==> src/rtl/tank_pkg.sv <==
`default_nettype none
// ============================================================================
// Module      : tank_pkg
// Description : Shared types, game-state codes and grid-step helpers for the
//               tank game (used by shell_pool, shell_slot and tank).
// Revision    : 1.0 - initial parametrised shell store
// ============================================================================
package tank_pkg;

    typedef enum logic [1:0] {
        DIR_UP    = 2'd0,   // y - 1
        DIR_DOWN  = 2'd1,   // y + 1
        DIR_LEFT  = 2'd2,   // x - 1
        DIR_RIGHT = 2'd3    // x + 1
    } dir_t;

    localparam logic [1:0] GS_INIT = 2'd0;
    localparam logic [1:0] GS_PLAY = 2'd1;
    localparam logic [1:0] GS_END  = 2'd2;

    // True when a one-cell step from (x,y) in dir stays inside 0..max.
    function automatic logic step_ok(input int x, input int y, input logic [1:0] dir,
                                     input int max_x, input int max_y);
        logic ok;
        case (dir)
            DIR_UP:   ok = (y > 0);
            DIR_DOWN: ok = (y < max_y);
            DIR_LEFT: ok = (x > 0);
            default:  ok = (x < max_x);
        endcase
        return ok;
    endfunction

    function automatic int next_x(input int x, input logic [1:0] dir);
        int r;
        case (dir)
            DIR_LEFT:  r = x - 1;
            DIR_RIGHT: r = x + 1;
            default:   r = x;
        endcase
        return r;
    endfunction

    function automatic int next_y(input int y, input logic [1:0] dir);
        int r;
        case (dir)
            DIR_UP:   r = y - 1;
            DIR_DOWN: r = y + 1;
            default:  r = y;
        endcase
        return r;
    endfunction

endpackage
`default_nettype wire

==> src/rtl/shell_slot.sv <==
`default_nettype none
// ============================================================================
// Module      : shell_slot
// Description : One shell slot: valid/x/y/dir registers with clear, vanish,
//               load and move handling (priority clear > vanish > load > move).
// Ports       : clk, rst_n       - clock, async active-low reset
//               i_clear          - synchronous wipe (game not in play)
//               i_vanish         - free this slot (ignored if already free)
//               i_load, i_load_* - claim slot with spawn position/direction
//               i_tick           - advance one cell if live
//               o_valid, o_x, o_y- registered slot state
//               o_valid_nxt      - next-cycle valid, for registered counters
// Revision    : 1.0 - initial
// ============================================================================
module shell_slot
    import tank_pkg::*;
#(
    parameter int COORD_W   = 6,
    parameter int MAP_X_MAX = 39,
    parameter int MAP_Y_MAX = 29
) (
    input  logic               clk,
    input  logic               rst_n,
    input  logic               i_clear,
    input  logic               i_vanish,
    input  logic               i_load,
    input  logic [COORD_W-1:0] i_load_x,
    input  logic [COORD_W-1:0] i_load_y,
    input  logic [1:0]         i_load_dir,
    input  logic               i_tick,
    output logic               o_valid,
    output logic               o_valid_nxt,
    output logic [COORD_W-1:0] o_x,
    output logic [COORD_W-1:0] o_y
);

    logic               r_valid;
    logic [COORD_W-1:0] r_x;
    logic [COORD_W-1:0] r_y;
    logic [1:0]         r_dir;

    logic               w_valid_nxt;
    logic [COORD_W-1:0] w_x_nxt;
    logic [COORD_W-1:0] w_y_nxt;
    logic [1:0]         w_dir_nxt;

    always_comb begin
        w_valid_nxt = r_valid;
        w_x_nxt     = r_x;
        w_y_nxt     = r_y;
        w_dir_nxt   = r_dir;
        if (i_clear) begin
            w_valid_nxt = 1'b0;
            w_x_nxt     = '0;
            w_y_nxt     = '0;
            w_dir_nxt   = DIR_UP;
        end else if (i_vanish && r_valid) begin
            w_valid_nxt = 1'b0;
        end else if (i_load) begin
            w_valid_nxt = 1'b1;
            w_x_nxt     = i_load_x;
            w_y_nxt     = i_load_y;
            w_dir_nxt   = i_load_dir;
        end else if (i_tick && r_valid) begin
            // A shell about to leave the map is retired in place rather than wrapped.
            if (step_ok(int'(r_x), int'(r_y), r_dir, MAP_X_MAX, MAP_Y_MAX)) begin
                w_x_nxt = COORD_W'(next_x(int'(r_x), r_dir));
                w_y_nxt = COORD_W'(next_y(int'(r_y), r_dir));
            end else begin
                w_valid_nxt = 1'b0;
            end
        end
    end

    always_ff @(posedge clk or negedge rst_n) begin
        if (!rst_n) begin
            r_valid <= 1'b0;
            r_x     <= '0;
            r_y     <= '0;
            r_dir   <= DIR_UP;
        end else begin
            r_valid <= w_valid_nxt;
            r_x     <= w_x_nxt;
            r_y     <= w_y_nxt;
            r_dir   <= w_dir_nxt;
        end
    end

    assign o_valid     = r_valid;
    assign o_valid_nxt = w_valid_nxt;
    assign o_x         = r_x;
    assign o_y         = r_y;

endmodule
`default_nettype wire

==> src/rtl/shell_pool.sv <==
`default_nettype none
// ============================================================================
// Module      : shell_pool
// Description : N_PLAYERS x SHELLS_PER_PLAYER shell store. Allocates the
//               lowest free slot on fire, moves shells on frame tick, frees
//               them on edge exit or vanish, and offers a registered read port.
// Ports       : clk, rst_n           - clock, async active-low reset
//               i_game_state         - slots only live in GS_PLAY
//               i_frame_tick, i_fire - move strobe, per-player fire pulses
//               i_tank_x/y/dir       - packed per-player tank pose
//               i_vanish             - per-slot free request
//               i_rd_player/slot     - read-port select
//               o_valid/o_x/o_y      - flat slot buses
//               o_count, o_drop      - per-player live count, fire-reject pulse
//               o_rd_valid/x/y       - read-port data, one cycle after select
// Revision    : 1.0 - initial
// ============================================================================
module shell_pool
    import tank_pkg::*;
#(
    parameter int N_PLAYERS         = 2,
    parameter int SHELLS_PER_PLAYER = 5,
    parameter int COORD_W           = 6,
    parameter int MAP_X_MAX         = 39,
    parameter int MAP_Y_MAX         = 29,
    localparam int c_NS = N_PLAYERS * SHELLS_PER_PLAYER,
    localparam int c_PW = (N_PLAYERS > 1) ? $clog2(N_PLAYERS) : 1,
    localparam int c_SW = (SHELLS_PER_PLAYER > 1) ? $clog2(SHELLS_PER_PLAYER) : 1,
    localparam int c_CW = $clog2(SHELLS_PER_PLAYER + 1)
) (
    input  logic                         clk,
    input  logic                         rst_n,
    input  logic [1:0]                   i_game_state,
    input  logic                         i_frame_tick,
    input  logic [N_PLAYERS-1:0]         i_fire,
    input  logic [N_PLAYERS*COORD_W-1:0] i_tank_x,
    input  logic [N_PLAYERS*COORD_W-1:0] i_tank_y,
    input  logic [N_PLAYERS*2-1:0]       i_tank_dir,
    input  logic [c_NS-1:0]              i_vanish,
    input  logic [c_PW-1:0]              i_rd_player,
    input  logic [c_SW-1:0]              i_rd_slot,
    output logic [c_NS-1:0]              o_valid,
    output logic [c_NS*COORD_W-1:0]      o_x,
    output logic [c_NS*COORD_W-1:0]      o_y,
    output logic [N_PLAYERS*c_CW-1:0]    o_count,
    output logic [N_PLAYERS-1:0]         o_drop,
    output logic                         o_rd_valid,
    output logic [COORD_W-1:0]           o_rd_x,
    output logic [COORD_W-1:0]           o_rd_y
);

    logic                      w_play;
    logic                      w_tick;
    logic [c_NS-1:0]           w_load;
    logic [c_NS-1:0]           w_valid_nxt;
    logic [N_PLAYERS-1:0]      w_spawn_ok;
    logic [N_PLAYERS-1:0]      w_drop_nxt;
    logic [COORD_W-1:0]        w_spawn_x [N_PLAYERS];
    logic [COORD_W-1:0]        w_spawn_y [N_PLAYERS];
    logic                      w_found;
    logic [N_PLAYERS*c_CW-1:0] w_count_nxt;
    logic                      w_rd_valid;
    logic [COORD_W-1:0]        w_rd_x;
    logic [COORD_W-1:0]        w_rd_y;

    logic [N_PLAYERS-1:0]      r_drop;
    logic [N_PLAYERS*c_CW-1:0] r_count;
    logic                      r_rd_valid;
    logic [COORD_W-1:0]        r_rd_x;
    logic [COORD_W-1:0]        r_rd_y;

    assign w_play = (i_game_state == GS_PLAY);
    assign w_tick = i_frame_tick && w_play;

    for (genvar p = 0; p < N_PLAYERS; p++) begin : g_player
        logic [COORD_W-1:0] w_tx;
        logic [COORD_W-1:0] w_ty;
        logic [1:0]         w_td;

        assign w_tx = i_tank_x[p*COORD_W +: COORD_W];
        assign w_ty = i_tank_y[p*COORD_W +: COORD_W];
        assign w_td = i_tank_dir[p*2 +: 2];

        // The spawn cell must be on the map; the tank's own cell must be too.
        assign w_spawn_ok[p] = step_ok(int'(w_tx), int'(w_ty), w_td, MAP_X_MAX, MAP_Y_MAX)
                               && (int'(w_tx) <= MAP_X_MAX) && (int'(w_ty) <= MAP_Y_MAX);
        assign w_spawn_x[p]  = COORD_W'(next_x(int'(w_tx), w_td));
        assign w_spawn_y[p]  = COORD_W'(next_y(int'(w_ty), w_td));

        for (genvar s = 0; s < SHELLS_PER_PLAYER; s++) begin : g_slot
            localparam int c_K = p * SHELLS_PER_PLAYER + s;

            shell_slot #(
                .COORD_W   (COORD_W),
                .MAP_X_MAX (MAP_X_MAX),
                .MAP_Y_MAX (MAP_Y_MAX)
            ) u_slot (
                .clk         (clk),
                .rst_n       (rst_n),
                .i_clear     (!w_play),
                .i_vanish    (i_vanish[c_K]),
                .i_load      (w_load[c_K]),
                .i_load_x    (w_spawn_x[p]),
                .i_load_y    (w_spawn_y[p]),
                .i_load_dir  (w_td),
                .i_tick      (w_tick),
                .o_valid     (o_valid[c_K]),
                .o_valid_nxt (w_valid_nxt[c_K]),
                .o_x         (o_x[c_K*COORD_W +: COORD_W]),
                .o_y         (o_y[c_K*COORD_W +: COORD_W])
            );
        end
    end

    // Lowest-free search uses registered valid, so a slot vanishing this cycle
    // cannot be handed out until the next one.
    always_comb begin
        w_load     = '0;
        w_drop_nxt = '0;
        w_found    = 1'b0;
        for (int p = 0; p < N_PLAYERS; p++) begin
            w_found = 1'b0;
            if (w_play && i_fire[p]) begin
                if (w_spawn_ok[p]) begin
                    for (int s = 0; s < SHELLS_PER_PLAYER; s++) begin
                        if (!w_found && !o_valid[p*SHELLS_PER_PLAYER + s]) begin
                            w_load[p*SHELLS_PER_PLAYER + s] = 1'b1;
                            w_found = 1'b1;
                        end
                    end
                end
                w_drop_nxt[p] = !w_found;
            end
        end
    end

    // Counting next-state valid keeps o_count aligned with o_valid.
    always_comb begin
        w_count_nxt = '0;
        for (int p = 0; p < N_PLAYERS; p++) begin
            for (int s = 0; s < SHELLS_PER_PLAYER; s++) begin
                w_count_nxt[p*c_CW +: c_CW] = w_count_nxt[p*c_CW +: c_CW]
                    + c_CW'(w_valid_nxt[p*SHELLS_PER_PLAYER + s]);
            end
        end
    end

    // Unmatched selects fall through to zero.
    always_comb begin
        w_rd_valid = 1'b0;
        w_rd_x     = '0;
        w_rd_y     = '0;
        for (int p = 0; p < N_PLAYERS; p++) begin
            for (int s = 0; s < SHELLS_PER_PLAYER; s++) begin
                if ((int'(i_rd_player) == p) && (int'(i_rd_slot) == s)) begin
                    w_rd_valid = o_valid[p*SHELLS_PER_PLAYER + s];
                    w_rd_x     = o_x[(p*SHELLS_PER_PLAYER + s)*COORD_W +: COORD_W];
                    w_rd_y     = o_y[(p*SHELLS_PER_PLAYER + s)*COORD_W +: COORD_W];
                end
            end
        end
    end

    always_ff @(posedge clk or negedge rst_n) begin
        if (!rst_n) begin
            r_drop     <= '0;
            r_count    <= '0;
            r_rd_valid <= 1'b0;
            r_rd_x     <= '0;
            r_rd_y     <= '0;
        end else begin
            r_drop     <= w_drop_nxt;
            r_count    <= w_count_nxt;
            r_rd_valid <= w_rd_valid;
            r_rd_x     <= w_rd_x;
            r_rd_y     <= w_rd_y;
        end
    end

    assign o_drop     = r_drop;
    assign o_count    = r_count;
    assign o_rd_valid = r_rd_valid;
    assign o_rd_x     = r_rd_x;
    assign o_rd_y     = r_rd_y;

endmodule
`default_nettype wire

==> config.mk <==
export PLATFORM = sky130hd
export DESIGN_NAME = shell_pool
export DESIGN_NICKNAME = d
export VERILOG_FILES = /design/src/rtl/tank_pkg.sv /design/src/rtl/shell_slot.sv /design/src/rtl/shell_pool.sv
export SDC_FILE = /design/constraint.sdc
export NUM_CORES = 1
export LEC_CHECK = 0
export CAP_MARGIN = 10
export CORE_MARGIN = 4
export CORE_UTILIZATION = 58
export DETAILED_ROUTE_END_ITERATION = 6
export DONT_BUFFER_PORTS = 1
export PLACE_DENSITY = 0.76
export SKIP_LAST_GASP = 1
export SLEW_MARGIN = 20
export SYNTH_ARGS = -nofsm -noshare
export SYNTH_HDL_FRONTEND = slang
export SYNTH_SLANG_ARGS = --single-unit
==> constraint.sdc <==
create_clock -name clk -period 3 [get_ports clk]
set_input_delay 0 -clock clk [delete_from_list [all_inputs] [get_ports clk]]
set_output_delay 0 -clock clk [all_outputs]
set_load 0.01 [all_outputs]
==> results.yml, run 1 <==
timing:
  post-route-period-util_pct: 99.2
  relSlewSlack_pct: 18.2
  fin_crit_ns: 2.98
  finalMaxSlewViolations: 0
  hold-worst-slack_ns: -0.737
  fmax_mhz: 336
  rsz0062_at_grt: "yes"
  setup-tns-final_ns: 0
  finalHoldViolCount: 171
  setup-violations-final: 0
  worst_slew_pin_slew_ns: 1.22
  clock_skew_ns: 0.0140
worst_setup_path:
  worstPathMaxFanout: 7
  rr_worst_depth: 10
  arrival_ns: 3.28
  crit_path_cell_trace: "dlygate4sd3_1, nor2b_4, nand2_1, nor4b_1, nand3_1, a221o_1, fa_1, inv_1, fa_1, ha_1"
  crit_type: "primary input to flop"
  r2r_slack_ns: 0.05
  cpMostUsedCell: "fa_1"
  slowest_delay_ns: 0.60
  endpoint_kind: "flop"
  reg2reg_from: "g_player[0].g_slot[3].u_slot.o_x[3]$_DFFE_PN0P_"
  cpMaxStageDelayCell: "dlygate4sd3_1"
  crit_path_start_kind: "primary input"
  reg2reg_to: "o_count[1]$_DFF_PN0_"
  worstPathRequired_ns: 3.31
finish:
  fill_cells: 2062
  antenna_cells: 0
  fin_nets: 2032
  area_growth_pct: 13.6
  drive_gt1_share_pct: 11.3
place:
  dp_hpwl_mm: 39.2
  place.gp.congestion: 0.990
  io_buffers: 0
yosys:
  ys_types: 92
  syn_avg_cell_area_um2: 8.61
  synth-seq-cells: 171
  syn_inst: 1760
  synth_edf_count: 0
  yosys_warnings: 0
  yosysSeqAreaShare_pct: 28.2
  async_flop_share_pct: 100
  syn_area_mm2: 0.0152
  synth_nets: 1935
  synth-main-ff-cell: "dfrtp_1"
routing:
  drtPass1Iterations: 7
  wire_per_inst_um: 24.3
  first_iter_violations: 1917
  wirelength_mm: 53.5
  vias_per_cell: 6.84
  postRouteAntennaNets: 0
  post-route-drc-count: 0
  routed-via-count: 15000
flow_run:
  cap_violations: 0
clocking:
  clock-root-buffer: "clkbuf_16"
  ctsHoldBuffers: 49
  path_clk_slew_ns: 0.07
  post_cts_buffers: 0
  cts.sinks: 171
  cts_buffer_depth: 2
  clock_latency_ns: 0.44
  cts_buffers: 17
  h-tree-depth: 4
  cts_tree: "built"
pwr:
  seq_power_share_pct: 43.1
  swShare_pct: 28.7
  leakage_nw: 7.88
  p_int_mw: 3.87
  ir_drop_uv: 379
  cellPowerDensity_mw_per_mm2: 315
  p_clk_share_pct: 43.5
  share_comb_of_total_power_pct: 13.4
  switchingPower_mw: 1.56
hold_path:
  min_path_type: "primary input to async pin"
die:
  die-area_mm2: 0.0288
  initial_core_util_pct: 59.5
  die_w_um: 170
  fp.dieH_um: 170
  coreArea_mm2: 0.0255
  ios: 200
  rows: 58
global_route:
  grt_pass1_wl_mm: 82.3
  grt_usage_pct: 36.4
  gr-total-overflow: 0
  antenna_found_initial: 0
  grt_pass1_vias: 14100
  grt_max_degree: 172
status:
  violations: "hold timing"
  status: "finished with violations"
## cell families after synthesis
| logic type | Yosys count | synth area share, % |
|---|---|---|
| adder cells (fa/ha/maj) | 126 | 11.8 |
| buffers and inverters | 205 | 5.70 |
| AND/OR/NAND/NOR | 548 | 18.5 |
| flip-flops | 171 | 28.2 |
| multiplexers | 77 | 6.27 |
| AO/OA/AOI/OAI | 536 | 24.0 |
| XOR/XNOR | 97 | 5.60 |
## critical path, delay by kind of cell
kind	cells	cell delay [ns]
and+or+nand+nor	4	1.04
AOI/OAI and AO/OA	1	0.41
adders and majority gates	3	1.18
buffers and inverters	2	0.65
## layer usage
| layer | track usage (%) | up-vias | part of all wire (%) |
|---|---|---|---|
| met5 | 0 | - | 0 |
| met3 | 12.7 | 129 | 14 |
| met1 | 51.3 | 7273 | 40 |
| met2 | 52.6 | 935 | 42 |
| li1 | - | 6708 | - |
| met4 | 12.1 | 0 | 3.6 |
## worst max path at each step
stage               slack (ns)  cells after the start                                              start                   end
detailed placement        0.06                     11  g_player[0].g_slot[1].u_slot.r_dir[0]$_DFFE_PN0P_  o_count[1]$_DFF_PN0_
CTS                       0.02                     11  g_player[0].g_slot[1].u_slot.r_dir[0]$_DFFE_PN0P_  o_count[1]$_DFF_PN0_
finish                    0.02                     10                                    i_game_state[1]  o_count[1]$_DFF_PN0_
global placement          0.11                     11  g_player[0].g_slot[1].u_slot.r_dir[0]$_DFFE_PN0P_  o_count[1]$_DFF_PN0_
global route             -0.14                     10    g_player[0].g_slot[2].u_slot.o_x[0]$_DFFE_PN0P_  o_count[1]$_DFF_PN0_
floorplan                 0.05                     11    g_player[0].g_slot[1].u_slot.o_y[0]$_DFFE_PN0P_  o_count[1]$_DFF_PN0_
## cell type report
cell class / instances / area [µm²] / area share (%)
clock buffers: 18 / 439 / 2.55
clock inverters: 14 / 181 / 1.05
inverters: 109 / 409 / 2.38
multi-input cells: 1384 / 10100 / 58.5
flip-flops and latches: 171 / 4280 / 24.8
well taps: 330 / 413 / 2.40
repair buffers: 174 / 1430 / 8.30
## cells in the mapped netlist (5+ instances only)
| cell | count | area (µm²) |
|---|---|---|
| and3_1 | 12 | 75.1 |
| o31a_1 | 5 | 43.8 |
| a22oi_1 | 5 | 37.5 |
| nor3_1 | 37 | 185 |
| o211a_1 | 5 | 50.1 |
| o211ai_1 | 15 | 113 |
| xnor2_1 | 67 | 587 |
| buf_4 | 12 | 90.1 |
| o22ai_1 | 34 | 213 |
| a211oi_1 | 89 | 668 |
| clkbuf_1 | 56 | 210 |
| a31oi_1 | 12 | 75.1 |
| nor4_1 | 43 | 269 |
| xor2_1 | 30 | 263 |
| or3_1 | 5 | 31.3 |
| o21ai_1 | 5 | 25.0 |
| nor3b_1 | 7 | 52.6 |
| nor2_1 | 124 | 465 |
| a21o_1 | 47 | 353 |
| o31ai_1 | 16 | 120 |
| mux4_2 | 14 | 315 |
| o21bai_1 | 5 | 37.5 |
| fa_1 | 28 | 561 |
| a21oi_1 | 123 | 616 |
| nand3_1 | 36 | 180 |
| mux2i_1 | 59 | 591 |
| nand2_1 | 151 | 567 |
| and2_1 | 22 | 138 |
| nand4_1 | 19 | 119 |
| nor2b_1 | 31 | 194 |
| nand2b_1 | 18 | 113 |
| inv_1 | 105 | 394 |
| dfrtp_1 | 171 | 4280 |
| o2111a_1 | 11 | 124 |
| ha_1 | 98 | 1230 |
| a221oi_1 | 6 | 52.6 |
| o21ai_0 | 89 | 445 |
| a2bb2oi_1 | 5 | 43.8 |
| nand4b_1 | 5 | 43.8 |
| buf_2 | 21 | 105 |
| or4_1 | 6 | 45.0 |
## what timing repair did
item,CTS,global route
resized for setup,0,7
endpoints found under the hold margin,257,171
setup endpoints to repair,0,5
## flip-flops by register name, indices dropped and copies added, names as in the netlist
signal                          count
o_rd_x                              6
o_count                             6
g_player.g_slot.u_slot.o_valid     10
g_player.g_slot.u_slot.r_dir       20
g_player.g_slot.u_slot.o_x         60
g_player.g_slot.u_slot.o_y         60
o_rd_y                              6
o_rd_valid                          1
o_drop                              2
## cell usage in the layout (no fill, tap or decap), types with 34 or more instances in the layout
cell type	Yosys	final
o21ai_0	89	87
nor4_1	43	41
nand2_1	151	151
a21oi_1	123	123
a21o_1	47	47
dlygate4sd3_1	0	49
inv_1	105	105
mux2i_1	59	59
nor2_1	124	124
ha_1	98	98
o22ai_1	34	34
nand3_1	36	36
xnor2_1	67	67
a211oi_1	89	89
buf_4	12	125
dfrtp_1	171	171
nor3_1	37	37
## power groups by stage
stage / registers [mW] / clock network, mW / logic, mW
floorplan: 2.39 / 0 / 0.410
global placement: 2.39 / 0 / 0.616
detailed placement: 2.39 / 0 / 0.624
finish: 2.34 / 2.36 / 0.726
global route: 2.34 / 2.47 / 0.761
CTS: 2.34 / 2.36 / 0.692
## through the flow
step	worst slack (ns)	area, µm²	power [mW]	std cells	utilization (%)
3_5_place_dp	0.0633	16100	3.01	2119	63.1
6_report	0.0247	17200	5.43	2200	67.6
3_3_place_gp	0.113	16100	3.00	2119	63.1
5_1_grt	-0.137	17200	5.57	2200	67.6
2_1_floorplan	0.0452	15200	2.80	1760	-
4_1_cts	0.0236	17200	5.40	2200	67.5
(Power assumes the default switching activity.)
==> run 2, diff against run 1 <==
--- a/config.mk
+++ b/config.mk
@@ -6,11 +6,13 @@
 export NUM_CORES = 1
 export LEC_CHECK = 0
 export CAP_MARGIN = 10
+export CELL_PAD_IN_SITES_DETAIL_PLACEMENT = 0
+export CELL_PAD_IN_SITES_GLOBAL_PLACEMENT = 1
 export CORE_MARGIN = 4
-export CORE_UTILIZATION = 58
+export CORE_UTILIZATION = 45
 export DETAILED_ROUTE_END_ITERATION = 6
 export DONT_BUFFER_PORTS = 1
-export PLACE_DENSITY = 0.76
+export PLACE_DENSITY_LB_ADDON = 0.1
 export SKIP_LAST_GASP = 1
 export SLEW_MARGIN = 20
 export SYNTH_ARGS = -nofsm -noshare
==> results.yml, run 2 (synthesis gave the netlist of run 1 again) <==
worst_setup_path:
  worstPathRequired_ns: 3.32
  endpoint_kind: "flop"
  arrival_ns: 3.29
  worstPathMaxFanout: 8
  rr_worst_depth: 11
  reg2reg_from: "g_player[0].g_slot[2].u_slot.r_dir[1]$_DFFE_PN0P_"
  crit_path_start_kind: "primary input"
  reg2reg_to: "o_count[1]$_DFF_PN0_"
  crit_type: "primary input to flop"
  r2r_slack_ns: 0.08
pwr:
  switchingPower_mw: 1.56
  share_comb_of_total_power_pct: 13.9
  ir_drop_uv: 345
  cellPowerDensity_mw_per_mm2: 306
  swShare_pct: 29.3
  leakage_nw: 7.93
  finalPower_mw: 5.34
  p_clk_share_pct: 42.3
  p_int_mw: 3.78
  seq_power_share_pct: 43.8
timing:
  clock_skew_ns: 0.0140
  hold-worst-slack_ns: -0.754
  finalHoldViolCount: 171
  post-route-period-util_pct: 99.0
  finalMaxSlewViolations: 0
  worst_slew_pin_slew_ns: 1.22
  rsz0062_at_grt: "yes"
  relSlewSlack_pct: 18.1
  setup-tns-final_ns: 0
  setup-violations-final: 0
  fmax_mhz: 337
  fin_crit_ns: 2.97
die:
  fp.dieH_um: 192
  ios: 200
  rows: 66
  initial_core_util_pct: 46.1
  die_w_um: 192
  die-area_mm2: 0.0367
  coreArea_mm2: 0.0329
global_route:
  antenna_found_initial: 0
  grt_pass1_vias: 13900
  gr-total-overflow: 0
  grt_usage_pct: 30.3
  grt_pass1_wl_mm: 85.4
  grt_max_degree: 172
routing:
  routed-via-count: 14500
  first_iter_violations: 1304
  wirelength_mm: 56.2
  post-route-drc-count: 0
  vias_per_cell: 6.24
  drtPass1Iterations: 5
  postRouteAntennaNets: 0
  wire_per_inst_um: 24.1
hold_path:
  min_path_type: "primary input to async pin"
clocking:
  cts_tree: "built"
  path_clk_slew_ns: 0.07
  clock_latency_ns: 0.45
  h-tree-depth: 4
  ctsHoldBuffers: 52
  post_cts_buffers: 0
  cts_buffer_depth: 2
  clock-root-buffer: "clkbuf_16"
  cts_buffers: 17
  cts.sinks: 171
place:
  place.gp.congestion: 0.930
  io_buffers: 0
  placed_cell_area_mm2: 0.0163
  dp_hpwl_mm: 41.8
finish:
  final_cell_mix: "dfrtp_1 (171), nand2_1 (151), buf_4 (139)"
  fin_nets: 2049
  area_growth_pct: 15.0
  antenna_cells: 0
  final_common_cell: "dfrtp_1"
  drive_gt1_share_pct: 11.8
  fin_area_mm2: 0.0174
status:
  violations: "hold timing"
  status: "finished with violations"
flow_run:
  cap_violations: 0
==> run 2: cell count changes in the layout (fill, tap and decap cells not counted), sizes merged <==
| cell | delta |
|---|---|
| buf | +14 |
| bufinv | -1 |
| clkbuf | +1 |
| clkinv | -2 |
| clkinvlp | +1 |
| dlygate4sd3 | +3 |
| inv | +1 |
==> run 2: cell type report <==
cell class / count / area [µm²]
repair buffers: 191 / 1560
flip-flops and latches: 171 / 4280
clock buffers: 19 / 443
multi-input cells: 1384 / 10100
clock inverters: 13 / 130
inverters: 109 / 409
well taps: 442 / 553
fillers: 3108 / 15400
==> run 2: power groups by stage <==
stage,sequential [mW],combinational (mW),clock [mW]
2_1_floorplan,2.39,0.410,0
3_3_place_gp,2.39,0.647,0
3_5_place_dp,2.39,0.650,0
4_1_cts,2.34,0.723,2.28
5_1_grt,2.34,0.780,2.36
6_report,2.34,0.740,2.26
==> run 2: through the flow <==
step	hold WS, ns	instances	utilization (%)	setup WS, ns
floorplan	-0.296	1760	-	0.0452
global placement	-0.290	2245	49.7	0.0682
detailed placement	-0.289	2245	49.7	0.0634
CTS	-0.770	2329	53.0	0.0285
global route	-0.768	2329	53.1	-0.0655
finish	-0.754	2329	53.1	0.0296
==> run 2: critical path, cell delays in order <==
cell and delay (ns):
dlygate4sd3_1 0.61, nand2b_4 0.27, dlygate4sd3_1 0.81, a221oi_1 0.44, fa_1 0.51, fa_1 0.38
ha_1 0.28
==> run 2: per-layer routing <==
metal | track usage, % | part of all wire, %
met1 | 45.5 | 47
met2 | 45.6 | 43
met3 | 5.79 | 7.8
met4 | 6.05 | 1.7
met5 | 0 | 0
==> run 2: timing repair <==
action                                 CTS  global route
setup endpoints to repair                0             3
resized for setup                        0             5
endpoints found under the hold margin  260           171
==> run 2: worst max-delay path by stage <==
stage / from / endpoint / slack [ns] / depth (start not counted)
finish: i_game_state[1] / o_count[4]$_DFF_PN0_ / 0.03 / 7
global route: g_player[0].g_slot[1].u_slot.r_dir[1]$_DFFE_PN0P_ / o_count[1]$_DFF_PN0_ / -0.07 / 11
CTS: g_player[0].g_slot[1].u_slot.r_dir[1]$_DFFE_PN0P_ / o_count[1]$_DFF_PN0_ / 0.03 / 11
detailed placement: g_player[0].g_slot[1].u_slot.r_dir[1]$_DFFE_PN0P_ / o_count[1]$_DFF_PN0_ / 0.06 / 11
global placement: g_player[0].g_slot[1].u_slot.r_dir[1]$_DFFE_PN0P_ / o_count[1]$_DFF_PN0_ / 0.07 / 11
floorplan: g_player[0].g_slot[1].u_slot.o_y[0]$_DFFE_PN0P_ / o_count[1]$_DFF_PN0_ / 0.05 / 11
